File: config.mk
export PLATFORM = sky130hd
export DESIGN_NAME = fetch_unit
export DESIGN_NICKNAME = d
export VERILOG_FILES = /design/src/rtl/fetch_unit.sv
export SDC_FILE = /design/constraint.sdc
export NUM_CORES = 1
export LEC_CHECK = 0
export ABC_AREA = 1
export CAP_MARGIN = 20
export CORE_ASPECT_RATIO = 1.75
export CORE_MARGIN = 2
export CORE_UTILIZATION = 51
export DETAILED_ROUTE_END_ITERATION = 12
export PLACE_DENSITY = 0.82
export SYNTH_ARGS = -nofsm -noshare
export SYNTH_HDL_FRONTEND = slang
export SYNTH_SLANG_ARGS = --single-unit
File: constraint.sdc
create_clock -name clk -period 6.08 [get_ports clk]
set_input_delay 1.52 -clock clk [delete_from_list [all_inputs] [get_ports clk]]
set_output_delay 1.52 -clock clk [all_outputs]
set_load 0.05 [all_outputs]
File: src/rtl/fetch_unit.sv
// RV32IC fetch stage: one-outstanding word fetch, halfword realignment buffer,
// and the registered pc/instruction pair handed to the decoder.
module fetch_unit #(
  parameter logic [31:0] RESET_PC = 32'h0000_0000
) (
  input  logic        clk,
  input  logic        rst,
  output logic        imem_req,
  output logic [31:0] imem_addr,
  input  logic        imem_rvalid,
  input  logic [31:0] imem_rdata,
  input  logic        stall,
  input  logic        redirect,
  input  logic [31:0] redirect_pc,
  output logic        id_valid,
  output logic [31:0] id_pc,
  output logic [31:0] id_instr,
  output logic        id_compressed
);

  localparam logic [31:0] RESET_FA  = {RESET_PC[31:2], 2'b00};
  localparam logic [31:0] RESET_BPC = {RESET_PC[31:1], 1'b0};

  logic [15:0] hbuf [4];
  logic [15:0] nbuf [4];
  logic [2:0]  cnt;
  logic [31:0] fa;
  logic [31:0] bpc;
  logic        drop_low;
  logic        outstanding;
  logic        discard;

  logic        is32;
  logic        avail;
  logic        take;
  logic        accept_rsp;
  logic        issue;
  logic [2:0]  consumed;
  logic [2:0]  appended;
  logic [2:0]  base;
  logic [1:0]  widx;
  logic [1:0]  widx1;
  logic [2:0]  nxt_cnt;

  always_comb begin
    is32       = (hbuf[0][1:0] == 2'b11);
    avail      = is32 ? (cnt >= 3'd2) : (cnt >= 3'd1);
    take       = (!id_valid || !stall) && avail;
    consumed   = take ? (is32 ? 3'd2 : 3'd1) : 3'd0;
    accept_rsp = imem_rvalid && outstanding && !discard;
    appended   = accept_rsp ? (drop_low ? 3'd1 : 3'd2) : 3'd0;
    issue      = !outstanding && (cnt <= 3'd2) && !redirect;
    base       = cnt - consumed;
    widx       = base[1:0];
    widx1      = widx + 2'd1;
    nxt_cnt    = cnt - consumed + appended;

    for (int i = 0; i < 4; i++) nbuf[i] = hbuf[i];
    case (consumed)
      3'd1: begin
        nbuf[0] = hbuf[1];
        nbuf[1] = hbuf[2];
        nbuf[2] = hbuf[3];
      end
      3'd2: begin
        nbuf[0] = hbuf[2];
        nbuf[1] = hbuf[3];
      end
      default: ;
    endcase
    // Response halfwords land right behind whatever survives the consume.
    if (accept_rsp) begin
      if (drop_low) begin
        nbuf[widx] = imem_rdata[31:16];
      end else begin
        nbuf[widx]  = imem_rdata[15:0];
        nbuf[widx1] = imem_rdata[31:16];
      end
    end
  end

  always_ff @(posedge clk) begin
    if (rst) begin
      id_valid      <= 1'b0;
      id_pc         <= '0;
      id_instr      <= '0;
      id_compressed <= 1'b0;
      imem_req      <= 1'b0;
      imem_addr     <= '0;
      fa            <= RESET_FA;
      drop_low      <= RESET_PC[1];
      cnt           <= '0;
      bpc           <= RESET_BPC;
      // A fetch still in flight keeps the port busy until its data shows up and is thrown away.
      outstanding   <= outstanding && !imem_rvalid;
      discard       <= outstanding && !imem_rvalid;
    end else begin
      imem_req <= 1'b0;
      if (redirect) begin
        id_valid <= 1'b0;
        cnt      <= '0;
        bpc      <= {redirect_pc[31:1], 1'b0};
        fa       <= {redirect_pc[31:2], 2'b00};
        drop_low <= redirect_pc[1];
        if (outstanding) begin
          if (imem_rvalid) begin
            outstanding <= 1'b0;
            discard     <= 1'b0;
          end else begin
            discard <= 1'b1;
          end
        end
      end else begin
        hbuf <= nbuf;
        cnt  <= nxt_cnt;
        if (take) begin
          id_valid      <= 1'b1;
          id_pc         <= bpc;
          id_instr      <= is32 ? {hbuf[1], hbuf[0]} : {16'h0000, hbuf[0]};
          id_compressed <= !is32;
          bpc           <= bpc + (is32 ? 32'd4 : 32'd2);
        end else if (!stall) begin
          id_valid <= 1'b0;
        end
        if (imem_rvalid && outstanding) begin
          outstanding <= 1'b0;
          discard     <= 1'b0;
          if (accept_rsp && drop_low) drop_low <= 1'b0;
        end
        if (issue) begin
          imem_req    <= 1'b1;
          imem_addr   <= fa;
          fa          <= fa + 32'd4;
          outstanding <= 1'b1;
        end
      end
    end
  end

endmodule

### After elaboration in Yosys (flattened, before gate mapping)

Cells that the tools add are included.

| cells by class | value |
|---|---|
| add/sub/neg operators | 5 |
| $mul | 0 |
| divide/modulo/power cells | 0 |
| order comparisons | 7 |
| equality and inequality tests | 5 |
| shift operators | 0 |
| muxes and demuxes | 37 |
| bitwise logic cells | 4 |
| reduce and logical (&&, ||, !) cells | 30 |

Operators by type and width:

| kind | number |
|---|---|
| bitwise mux 64 bit | 3 |
| 2-to-1 mux 32 bit | 5 |
| 2-to-1 mux 64 bit | 2 |
| demux 16 bit (select 2 bit) | 2 |
| case mux 32 bit (2 select lines) | 1 |
| 2-to-1 mux 16 bit | 3 |
| adder 32 x 3 -> 32 bit | 1 |
| adder 32 x 3 -> 32 bit, second input constant | 1 |
| 2-to-1 mux 1 bit | 16 |
| AND reduction 2 bit | 5 |
| logical AND 1 bit | 9 |
| 2-to-1 mux 2 bit | 4 |
| nonzero test 2 bit | 4 |
| zero test 1 bit | 7 |
| >= comparator 3 bit, second input constant | 2 |
| less-than comparator 3 x 1 -> 1 bit, second input constant | 2 |
| inverter 2 -> 3 bit | 2 |
| equality test 2 bit, second input constant | 2 |
| nonzero test 4 bit | 1 |
| adder 3 x 2 -> 3 bit | 1 |
| >= comparator 3 x 1 -> 1 bit, second input constant | 1 |
| >= comparator 3 x 2 -> 1 bit, second input constant | 1 |
| less-or-equal comparator 3 x 2 -> 1 bit, second input constant | 1 |
| 2-to-1 mux 3 bit | 1 |
| other kinds (10) | 11 |

| word-level totals | value |
|---|---|
| register bits | 233 |
| latch bits | 0 |
| RAM bits | 0 |
| bits in read-only memories | 0 |
| logic and storage cells | 106 |
| memories | 0 |

### Logic depth before layout (Yosys ltp)

Gate-level depths: netlist of run 1.

| logic depth | value |
|---|---|
| depth in word-level cells | 14 |
| gate-level depth with buffers | 20 |
| mapped depth without buffers | 17 |

### Least setup slack after synthesis of run 1

Ideal clock, no wire load.

| path | value |
|---|---|
| path type | in2reg |
| start point | in stall |
| end point | reg (tool-made name) |
| setup time | 0.478 ns |
| arrival | 5.711 ns |
| setup slack | -0.108 ns |
| stages on the path | 9 |
| path buffers | 2 |
| cell sequence | nand2_2 -> inv_2 -> a21oi_4 -> nand2_2 -> clkbuf_1 -> fa_1 -> buf_2 -> inv_1 -> a2111oi_0 |

RTL lines:

| what | RTL line | RTL |
|---|---|---|
| start: declaration | 12 | `input logic stall,` |

==> results.yml, run 1 <==
status:
  status: "complete, no violations"
power:
  p_leak_nw: 6.680
  power_mw: 6.377
  vdd_drop_max_mv: 0.3035
  cellPowerDensity_nw_per_um2: 402.2
logic_synthesis:
  synthCells: 2001
  async_flop_share_pct: 0
  synth_top_flop_cell: "dfxtp_1"
  synth_commonest_cells: "nand2_1 (716), inv_1 (191), dfxtp_1 (161)"
  yosysWarnings: 0
  synth.avg_cell_area_sq_um: 6.679
  synth_area_leader_cell: "dfxtp_1"
  ys_types: 48
  synth_seq_cells: 227
  yosysMostFrequentCell: "nand2_1"
  synth_edf_count: 66
  synth.area.top_cells: "dfxtp_1 (24%), nand2_1 (20%), edfxtp_1 (15%), inv_1 (5.4%), o21ai_0 (5.2%)"
  syn-cell-area_sq_um: 13360
  seq_area_frac_synth_pct: 38.95
  synth_top_area_share_pct: 24.12
global_route:
  grt_pass1_vias: 14310
  grt_pass1_wl_um: 70190
  antenna_found_initial: 0
  grt-ovfl-total: 0
  track_usage_pct: 31.71
  grt_max_degree: 74
timing:
  clock.fmax_mhz: 206.1
  finalHoldViolCount: 0
  rsz0062_at_grt: "false"
  slew_headroom_pct: 21.11
  tns_ns: 0
  finalCritPeriodShare_pct: 79.79
  finClkSkew_ns: 0.01447
  finalCriticalPeriod_ns: 4.851
  setup_viol: 0
  timing_max_transition_violations_final: 0
  tightestPinTransition_ns: 1.182
drt:
  drt-vias-per-instance: 5.879
  firstDrtPassIters: 5
  postRouteAntennaNets: 0
  drt-total-wl_um: 44530
  wl_per_cell_um: 18.20
  drc: 0
  vias: 14390
  drt_iter0_drc: 1143
clock_network:
  cts_setup_buffers: 0
  post_cts_resized: 0
  cts-hold-fix-buffers: 0
  tritoncts: "built"
  clk_latency_ns: 0.53
  cts_root_buf: "clkbuf_16"
  htree_levels: 1
  cts_buffers: 22
  cts.sinks: 227
  clk_pin_slew_ns: 0.06
  clk_path_buf_depth: 3
hold_path:
  hp-class: "flip-flop to flip-flop"
finish:
  nNetsFinal: 2187
  finalInstanceArea_sq_um: 15850
  num-fill-cells: 2325
  drive_gt1_share_pct: 5.783
  utilization_pct: 61.30
  area_growth_pct: 18.62
  diodes: 0
setup_path:
  critical_path_arrival_ns: 5.13
  required_ns: 6.36
  path_max_fanout: 19
  startpoint_type: "input pin"
  critPathKind: "input pin to flip-flop"
  crit_path_end_kind: "flip-flop"
floorplan:
  io_pins: 168
  die_area_sq_um: 27570
  die_w_um: 126.4
  fp.dieH_um: 218.1
  core_sq_um: 25860
  placementRows: 78
  start_util_pct: 51.67
flow_run:
  cap_viol_max_count: 0
place:
  place.gp.congestion: 0.9268
  dpl.hpwl_um: 30270
  port_buffers: 163
  place_area_sq_um: 15160
==> registers in the layout, indices dropped and copies added (netlist names), 3 cells and up, named ones only <==
signal	count
id_instr	32
fa	30
bpc	31
hbuf	48
imem_addr	30
id_pc	31
cnt	3
==> logic make-up (layout without fill, tap and decap cells) <==
logic type | count (synthesis) | in the layout | synth area share [%]
compound gates | 346 | 346 | 14.90
buf+inv | 313 | 437 | 9.681
flops | 227 | 227 | 38.95
fa+ha+maj | 7 | 7 | 0.8239
xor+xnor | 14 | 14 | 0.9175
other cells | 1 | 3 | 0.02806
simple gates | 1093 | 1093 | 34.71
==> power by group <==
| group | switching [mW] | internal [mW] | leakage (nW) | total, mW |
|---|---|---|---|---|
| combinational | 2.09 | 0.955 | 4.40 | 3.04 |
| clock | 0.615 | 0.750 | 0.344 | 1.37 |
| sequential | 0.145 | 1.82 | 1.94 | 1.97 |
| total | 2.85 | 3.53 | 6.68 | 6.38 |
==> critical path, stage by stage <==
cell and delay, ns:
clkdlybuf4s50_1 0.47, nand2_2 0.23, nand3_1 0.19, inv_1 0.07, ha_1 0.17, inv_1 0.07
fa_1 0.48, nor2_2 0.92, inv_1 0.20, nand2_1 0.15, inv_1 0.29, nand2_1 0.16
inv_1 0.05, nor2_1 0.10, nand2_1 0.06
==> metal layers <==
metal  wire (um)  share of wire, %  vias up  global-route usage (%)
met5           0                 0        -                       0
met3        3838               8.6      250                   4.578
met4        3775               8.5        0                   26.01
met1       14820                33     6551                   32.58
li1            -                 -     6763                       -
met2       22090                50      821                   56.31
==> cell usage in the layout, fill, tap and decap left out, drive strengths merged, types with 2 or more instances in the layout <==
master           n
a211oi          12
a21boi           5
a21oi          112
a31oi           31
buf             35
clkbuf          34
clkdlybuf4s50  161
clkinv           6
conb             3
dfxtp          161
edfxtp          66
fa               3
ha               4
inv            201
nand2          725
nand3          121
nand3b          18
nand4           54
nor2           147
nor3            17
o211a            2
o211ai           7
o21ai          138
o221ai          11
o22ai           13
o31ai           11
or2              9
xnor2            4
xor2            10
==> cell type report <==
cell class	count	area, sq um	share of cell area [%]
Sequential cell	227	5205	32.83
Multi-Input combinational cell	1463	6894	43.49
Tap cell	320	400.4	2.526
Clock inverter	6	36.28	0.2289
Clock buffer	34	658.1	4.152
Inverter	201	754.5	4.759
Timing Repair Buffer	196	1904	12.01
==> path summary, 6_finish.rpt <==
| kind | start | slack (ns) | cells after the start | to |
|---|---|---|---|---|
| setup / recovery | stall | 1.23 | 15 | hbuf[46] |
| hold / removal | imem_addr[24] | 0.46 | 2 | imem_addr[24] |
| setup reg to reg | hbuf[49] | 1.91 | 17 | hbuf[46] |
| hold reg to reg | imem_addr[24] | 0.46 | 2 | imem_addr[24] |
==> per-stage QoR <==
step / setup slack, ns / hold WS [ns] / instances
after detailed placement: 0.7963 / 0.4523 / 2407
after global placement: 0.8789 / 0.4504 / 2406
after floorplan: 0.6554 / 0.4530 / 2003
after global routing: 1.144 / 0.4758 / 2447
final: 1.229 / 0.4583 / 2447
after CTS: 1.334 / 0.4630 / 2447
No activity file was read; power rests on OpenSTA's default activity.
==> run 2: changes to the inputs <==
--- a/config.mk
+++ b/config.mk
@@ -9,9 +9,9 @@
 export CAP_MARGIN = 20
 export CORE_ASPECT_RATIO = 1.75
 export CORE_MARGIN = 2
-export CORE_UTILIZATION = 51
+export CORE_UTILIZATION = 57
 export DETAILED_ROUTE_END_ITERATION = 12
-export PLACE_DENSITY = 0.82
+export PLACE_DENSITY = 0.87
 export SYNTH_ARGS = -nofsm -noshare
 export SYNTH_HDL_FRONTEND = slang
 export SYNTH_SLANG_ARGS = --single-unit
==> constraint.sdc (replaced) <==
create_clock -name clk -period 4.5 [get_ports clk]
set_input_delay 1.125 -clock clk [delete_from_list [all_inputs] [get_ports clk]]
set_output_delay 1.125 -clock clk [all_outputs]
set_load 0.05 [all_outputs]
==> results.yml, run 2 (synthesis results as in run 1) <==
floorplan:
  fp.dieH_um: 206.6
  start_util_pct: 57.74
  die_area_sq_um: 24730
  placementRows: 74
  io_pins: 168
  core_sq_um: 23150
  die_w_um: 119.7
clock_network:
  clk_latency_ns: 0.55
  htree_levels: 1
  cts_buffers: 22
  tritoncts: "built"
  cts_root_buf: "clkbuf_16"
  clk_pin_slew_ns: 0.07
  cts-hold-fix-buffers: 0
  clk_path_buf_depth: 3
  post_cts_resized: 0
  cts.sinks: 227
  cts_setup_buffers: 0
setup_path:
  cp_slowest_cell: "fa_1"
  crit_path_end_kind: "flip-flop"
  critical_path_arrival_ns: 4.00
  cpMostUsedCell: "inv_1"
  max_stage_delay_ns: 0.62
  path_max_fanout: 32
  crit_chain: "nand2_1 > nand2_2 > nand2_2 > nand3_1 > inv_1 > ha_1 > inv_1 > fa_1 > inv_1 > nand2_2 > inv_1 > buf_4 > nand2_1 > o21ai_0 > nand2_1 > o21ai_0 > nand3b_1"
  startpoint_type: "flip-flop"
  required_ns: 4.78
  critPathKind: "flip-flop to flip-flop"
finish:
  largest_register_ffs: 48
  regMostFlops: "hbuf"
  drive_gt1_share_pct: 6.106
  final_cell_mix: "nand2_1 (716), inv_1 (190), dfxtp_1 (161), clkdlybuf4s50_1 (161), o21ai_0 (138)"
  area_growth_pct: 19.19
  mostFrequentLayoutCell: "nand2_1"
  nNetsFinal: 2191
  diodes: 0
  largestRegisters: "hbuf: 48 flops, id_instr: 32 flops"
drt:
  wl_per_cell_um: 18.17
  vias: 14420
  drc: 0
  postRouteAntennaNets: 0
  drt_iter0_drc: 1221
  drt-vias-per-instance: 5.928
  firstDrtPassIters: 8
  drt-total-wl_um: 44210
status:
  status: "complete, no violations"
global_route:
  grt_max_degree: 85
  track_usage_pct: 35.48
  grt_pass1_wl_um: 69370
  grt-ovfl-total: 0
  grt_pass1_vias: 14360
  antenna_found_initial: 0
timing:
  slew_headroom_pct: 29.15
  timing_max_transition_violations_final: 0
  tns_ns: 0
  finalCritPeriodShare_pct: 82.65
  tightestPinTransition_ns: 1.063
  clock.fmax_mhz: 268.9
  rsz0062_at_grt: "false"
  setup_viol: 0
  finClkSkew_ns: 0.02381
  finalCriticalPeriod_ns: 3.719
  finalHoldViolCount: 0
  fin_ws_ns: 0.7807
power:
  vdd_drop_max_mv: 0.5214
  p_leak_nw: 6.728
  cellPowerDensity_nw_per_um2: 546.9
place:
  place_ws_ns: 0.3466
  place.gp.congestion: 0.9662
  port_buffers: 163
  dpl.hpwl_um: 29930
hold_path:
  hp-class: "flip-flop to flip-flop"
flow_run:
  cap_viol_max_count: 0
==> run 2: report_power, final <==
part           switching, mW  internal (mW)
Combinational           2.83           1.26
Sequential             0.194           2.46
Clock                  0.840           1.13
Total                   3.86           4.85
==> run 2: layout make-up <==
cell class | count | area [sq um]
Fill cell | 1977 | 7218
Multi-Input combinational cell | 1463 | 6907
Sequential cell | 227 | 5205
Timing Repair Buffer | 200 | 1927
Inverter | 201 | 754.5
Clock buffer | 33 | 694.4
Tap cell | 304 | 380.4
Clock inverter | 5 | 61.31
==> run 2: worst max-delay path: cells and delay by family, from the launching register on <==
family	cells	cell delay, ns
buffers and inverters	5	0.67
AND/OR/NAND/NOR	8	1.38
AO/OA/AOI/OAI	2	0.20
flip-flops	1	0.42
adder cells (fa/ha/maj)	2	0.78
==> run 2: routing by layer <==
metal / track usage (%) / wire length [um]
met5: 0 / 0
met4: 31.39 / 4173
met3: 4.698 / 3723
met2: 64.31 / 21900
met1: 35.15 / 14420
==> run 2: per-stage QoR <==
| step | instance area (sq um) | utilization, % | total power [mW] | std cells | hold WS (ns) |
|---|---|---|---|---|---|
| 2_1_floorplan | 13380 | - | 5.518 | 2003 | 0.4530 |
| 3_5_place_dp | 15170 | 65.55 | 6.659 | 2395 | 0.4467 |
| 4_1_cts | 15930 | 68.82 | 8.636 | 2433 | 0.4621 |
| 3_3_place_gp | 15170 | 65.55 | 6.541 | 2395 | 0.4483 |
| 6_report | 15930 | 68.82 | 8.711 | 2433 | 0.4604 |
| 5_1_grt | 15930 | 68.82 | 9.225 | 2433 | 0.4865 |
==> run 2: path summary, 6_finish.rpt <==
path,startpoint,endpoint,slack (ns),cells past startpoint
setup / recovery,hbuf[48],hbuf[40],0.78,17
hold / removal,imem_addr[24],imem_addr[24],0.46,2
setup reg to reg,hbuf[48],hbuf[40],0.78,17
hold reg to reg,imem_addr[24],imem_addr[24],0.46,2
==> run 3: changes to the inputs <==
--- a/config.mk
+++ b/config.mk
@@ -9,9 +9,9 @@
 export CAP_MARGIN = 20
 export CORE_ASPECT_RATIO = 1.75
 export CORE_MARGIN = 2
-export CORE_UTILIZATION = 57
+export CORE_UTILIZATION = 51
 export DETAILED_ROUTE_END_ITERATION = 12
-export PLACE_DENSITY = 0.87
+export PLACE_DENSITY = 0.82
 export SYNTH_ARGS = -nofsm -noshare
 export SYNTH_HDL_FRONTEND = slang
 export SYNTH_SLANG_ARGS = --single-unit
==> constraint.sdc (replaced) <==
create_clock -name clk -period 3.25 [get_ports clk]
set_input_delay 0.8125 -clock clk [delete_from_list [all_inputs] [get_ports clk]]
set_output_delay 0.8125 -clock clk [all_outputs]
set_load 0.05 [all_outputs]
==> results.yml, run 3 (synthesis results as in run 1) <==
status:
  status: "complete, no violations"
finish:
  utilization_pct: 62.81
  nNetsFinal: 2217
  largest_register_ffs: 48
  finalInstanceArea_sq_um: 16240
  num-fill-cells: 2295
  largestRegisters: "hbuf: 48 flops, id_instr: 32 flops"
  drive_gt1_share_pct: 7.418
  final_cell_mix: "nand2_1 (715), inv_1 (189), dfxtp_1 (161), clkdlybuf4s50_1 (161), o21ai_0 (138)"
  layout.cells.non_filler: 2478
  area_growth_pct: 21.54
  regMostFlops: "hbuf"
  mostFrequentLayoutCell: "nand2_1"
global_route:
  grt_pass1_wl_um: 70490
  grt_max_degree: 63
  grt-ovfl-total: 0
  antenna_found_initial: 1
  track_usage_pct: 31.94
  grt_pass1_vias: 13970
clock_network:
  clk_path_buf_depth: 3
  cts-hold-fix-buffers: 0
  clk_pin_slew_ns: 0.06
  cts_root_buf: "clkbuf_16"
  htree_levels: 1
  clk_latency_ns: 0.54
  tritoncts: "built"
  cts.sinks: 227
  cts_buffers: 22
floorplan:
  die_area_sq_um: 27570
  start_util_pct: 51.67
  io_pins: 168
  placementRows: 78
  core_sq_um: 25860
  fp.dieH_um: 218.1
  die_w_um: 126.4
power:
  cellPowerDensity_nw_per_um2: 763.5
  p_leak_nw: 6.898
  p_sw_mw: 5.437
  power_mw: 12.40
  vdd_drop_max_mv: 0.7633
  netSwitchingFraction_pct: 43.84
  combPwrFrac_pct: 48.3
  p_int_mw: 6.964
  clkPwrFrac_pct: 22.0
  p_seq_share_pct: 29.8
hold_path:
  worstHoldPathCells: 2
  min-delay-start: "id_pc[27]"
  hp-class: "flip-flop to flip-flop"
  min_to: "id_pc[27]"
place:
  port_buffers: 163
  place.gp.congestion: 0.9843
  dp_cells: 2436
  place_ws_ns: -0.3402
  dpl.hpwl_um: 31390
  place_area_sq_um: 15470
drt:
  firstDrtPassIters: 8
  wl_per_cell_um: 18.44
  vias: 14450
  drt-total-wl_um: 45690
  drc: 0
  postRouteAntennaNets: 0
  drt_iter0_drc: 1206
  drt-vias-per-instance: 5.830
setup_path:
  crit_chain: "nand2_1 > nand2_2 > nand2_2 > nand3_1 > inv_1 > ha_1 > inv_1 > fa_2 > inv_2 > nand2_2 > inv_1 > buf_12 > nand2_1 > o21ai_0 > nand2_1 > o21ai_0 > nand3b_1"
  reg2regPathDepth: 17
  cp.buffers_inverters: 5
  required_ns: 3.53
  reg2reg_setup_slack_ns: 0.17
  critPathKind: "flip-flop to flip-flop"
  startpoint: "hbuf[48]"
  path_max_fanout: 32
  crit_path_end_kind: "flip-flop"
  crit_family: "simple AND/OR/NAND/NOR gates"
  startpoint_type: "flip-flop"
  worstReg2RegEnd: "hbuf[42]"
  reg2reg_from: "hbuf[48]"
  max_stage_delay_ns: 0.62
  cp_slowest_cell: "fa_2"
  critical_path_arrival_ns: 3.36
timing:
  finalHoldViolCount: 0
  fin_hold_ws_ns: 0.4618
  tightestPinTransition_ns: 0.8782
  finalCritPeriodShare_pct: 94.85
  finalCriticalPeriod_ns: 3.083
  fin_ws_ns: 0.1674
  finClkSkew_ns: 0.01038
  slew_headroom_pct: 41.45
  timing_max_transition_violations_final: 0
  setup_viol: 0
  tns_ns: 0
  clock.fmax_mhz: 324.4
flow_run:
  cap_viol_max_count: 0
==> run 3: worst register-to-register path: stages, from the launching register on <==
cell	delay [ns]
edfxtp_1	0.44
nand2_1	0.21
nand2_2	0.12
nand2_2	0.09
nand3_1	0.09
inv_1	0.11
ha_1	0.16
inv_1	0.06
fa_2	0.62
inv_2	0.09
nand2_2	0.07
inv_1	0.07
buf_12	0.18
nand2_1	0.10
o21ai_0	0.08
nand2_1	0.06
o21ai_0	0.10
nand3b_1	0.17
==> run 3: power groups by stage <==
stage	registers, mW	logic (mW)	clock network (mW)
after detailed placement	3.74	5.82	0
after floorplan	4.23	3.43	0
after global routing	3.73	6.54	2.83
final	3.69	5.98	2.73
after global placement	3.73	5.67	0
after CTS	3.68	5.86	2.74
==> run 3: repair_timing <==
| item | in CTS | in global routing |
|---|---|---|
| gates resized for setup | 0 | 2 |
| endpoints found under the hold margin | 0 | 0 |
| endpoints found under the setup margin | 0 | 8 |
| setup buffers | 0 | 1 |
==> run 3: layer usage <==
layer  share of wire, %  routed length, um  vias to the layer above  global-route usage (%)
met4                8.2               3736                        0                   24.95
met2                 50              22860                      812                   57.20
met5                  0                  0                        -                       0
met3                8.4               3822                      252                   3.574
li1                   -                  -                     6832                       -
met1                 33              15270                     6551                   33.60
==> run 3: final cells by class <==
class	instances	area, sq um	area share [%]
Multi-Input combinational cell	1463	6917	42.58
Sequential cell	227	5205	32.04
Timing Repair Buffer	226	2210	13.60
Inverter	201	754.5	4.645
Clock buffer	35	700.7	4.314
Tap cell	320	400.4	2.465
Clock inverter	5	53.80	0.3312
Antenna cell	1	2.502	0.01541
==> run 3: how the worst max path moves through the flow <==
stage	cells after the start	slack, ns	to
6_report	17	0.17	hbuf[42]
5_1_grt	17	-0.0001	hbuf[45]
4_1_cts	16	0.19	hbuf[38]
3_5_place_dp	16	-0.34	hbuf[45]
3_3_place_gp	16	-0.28	hbuf[34]
2_1_floorplan	9	0.02	flip-flop
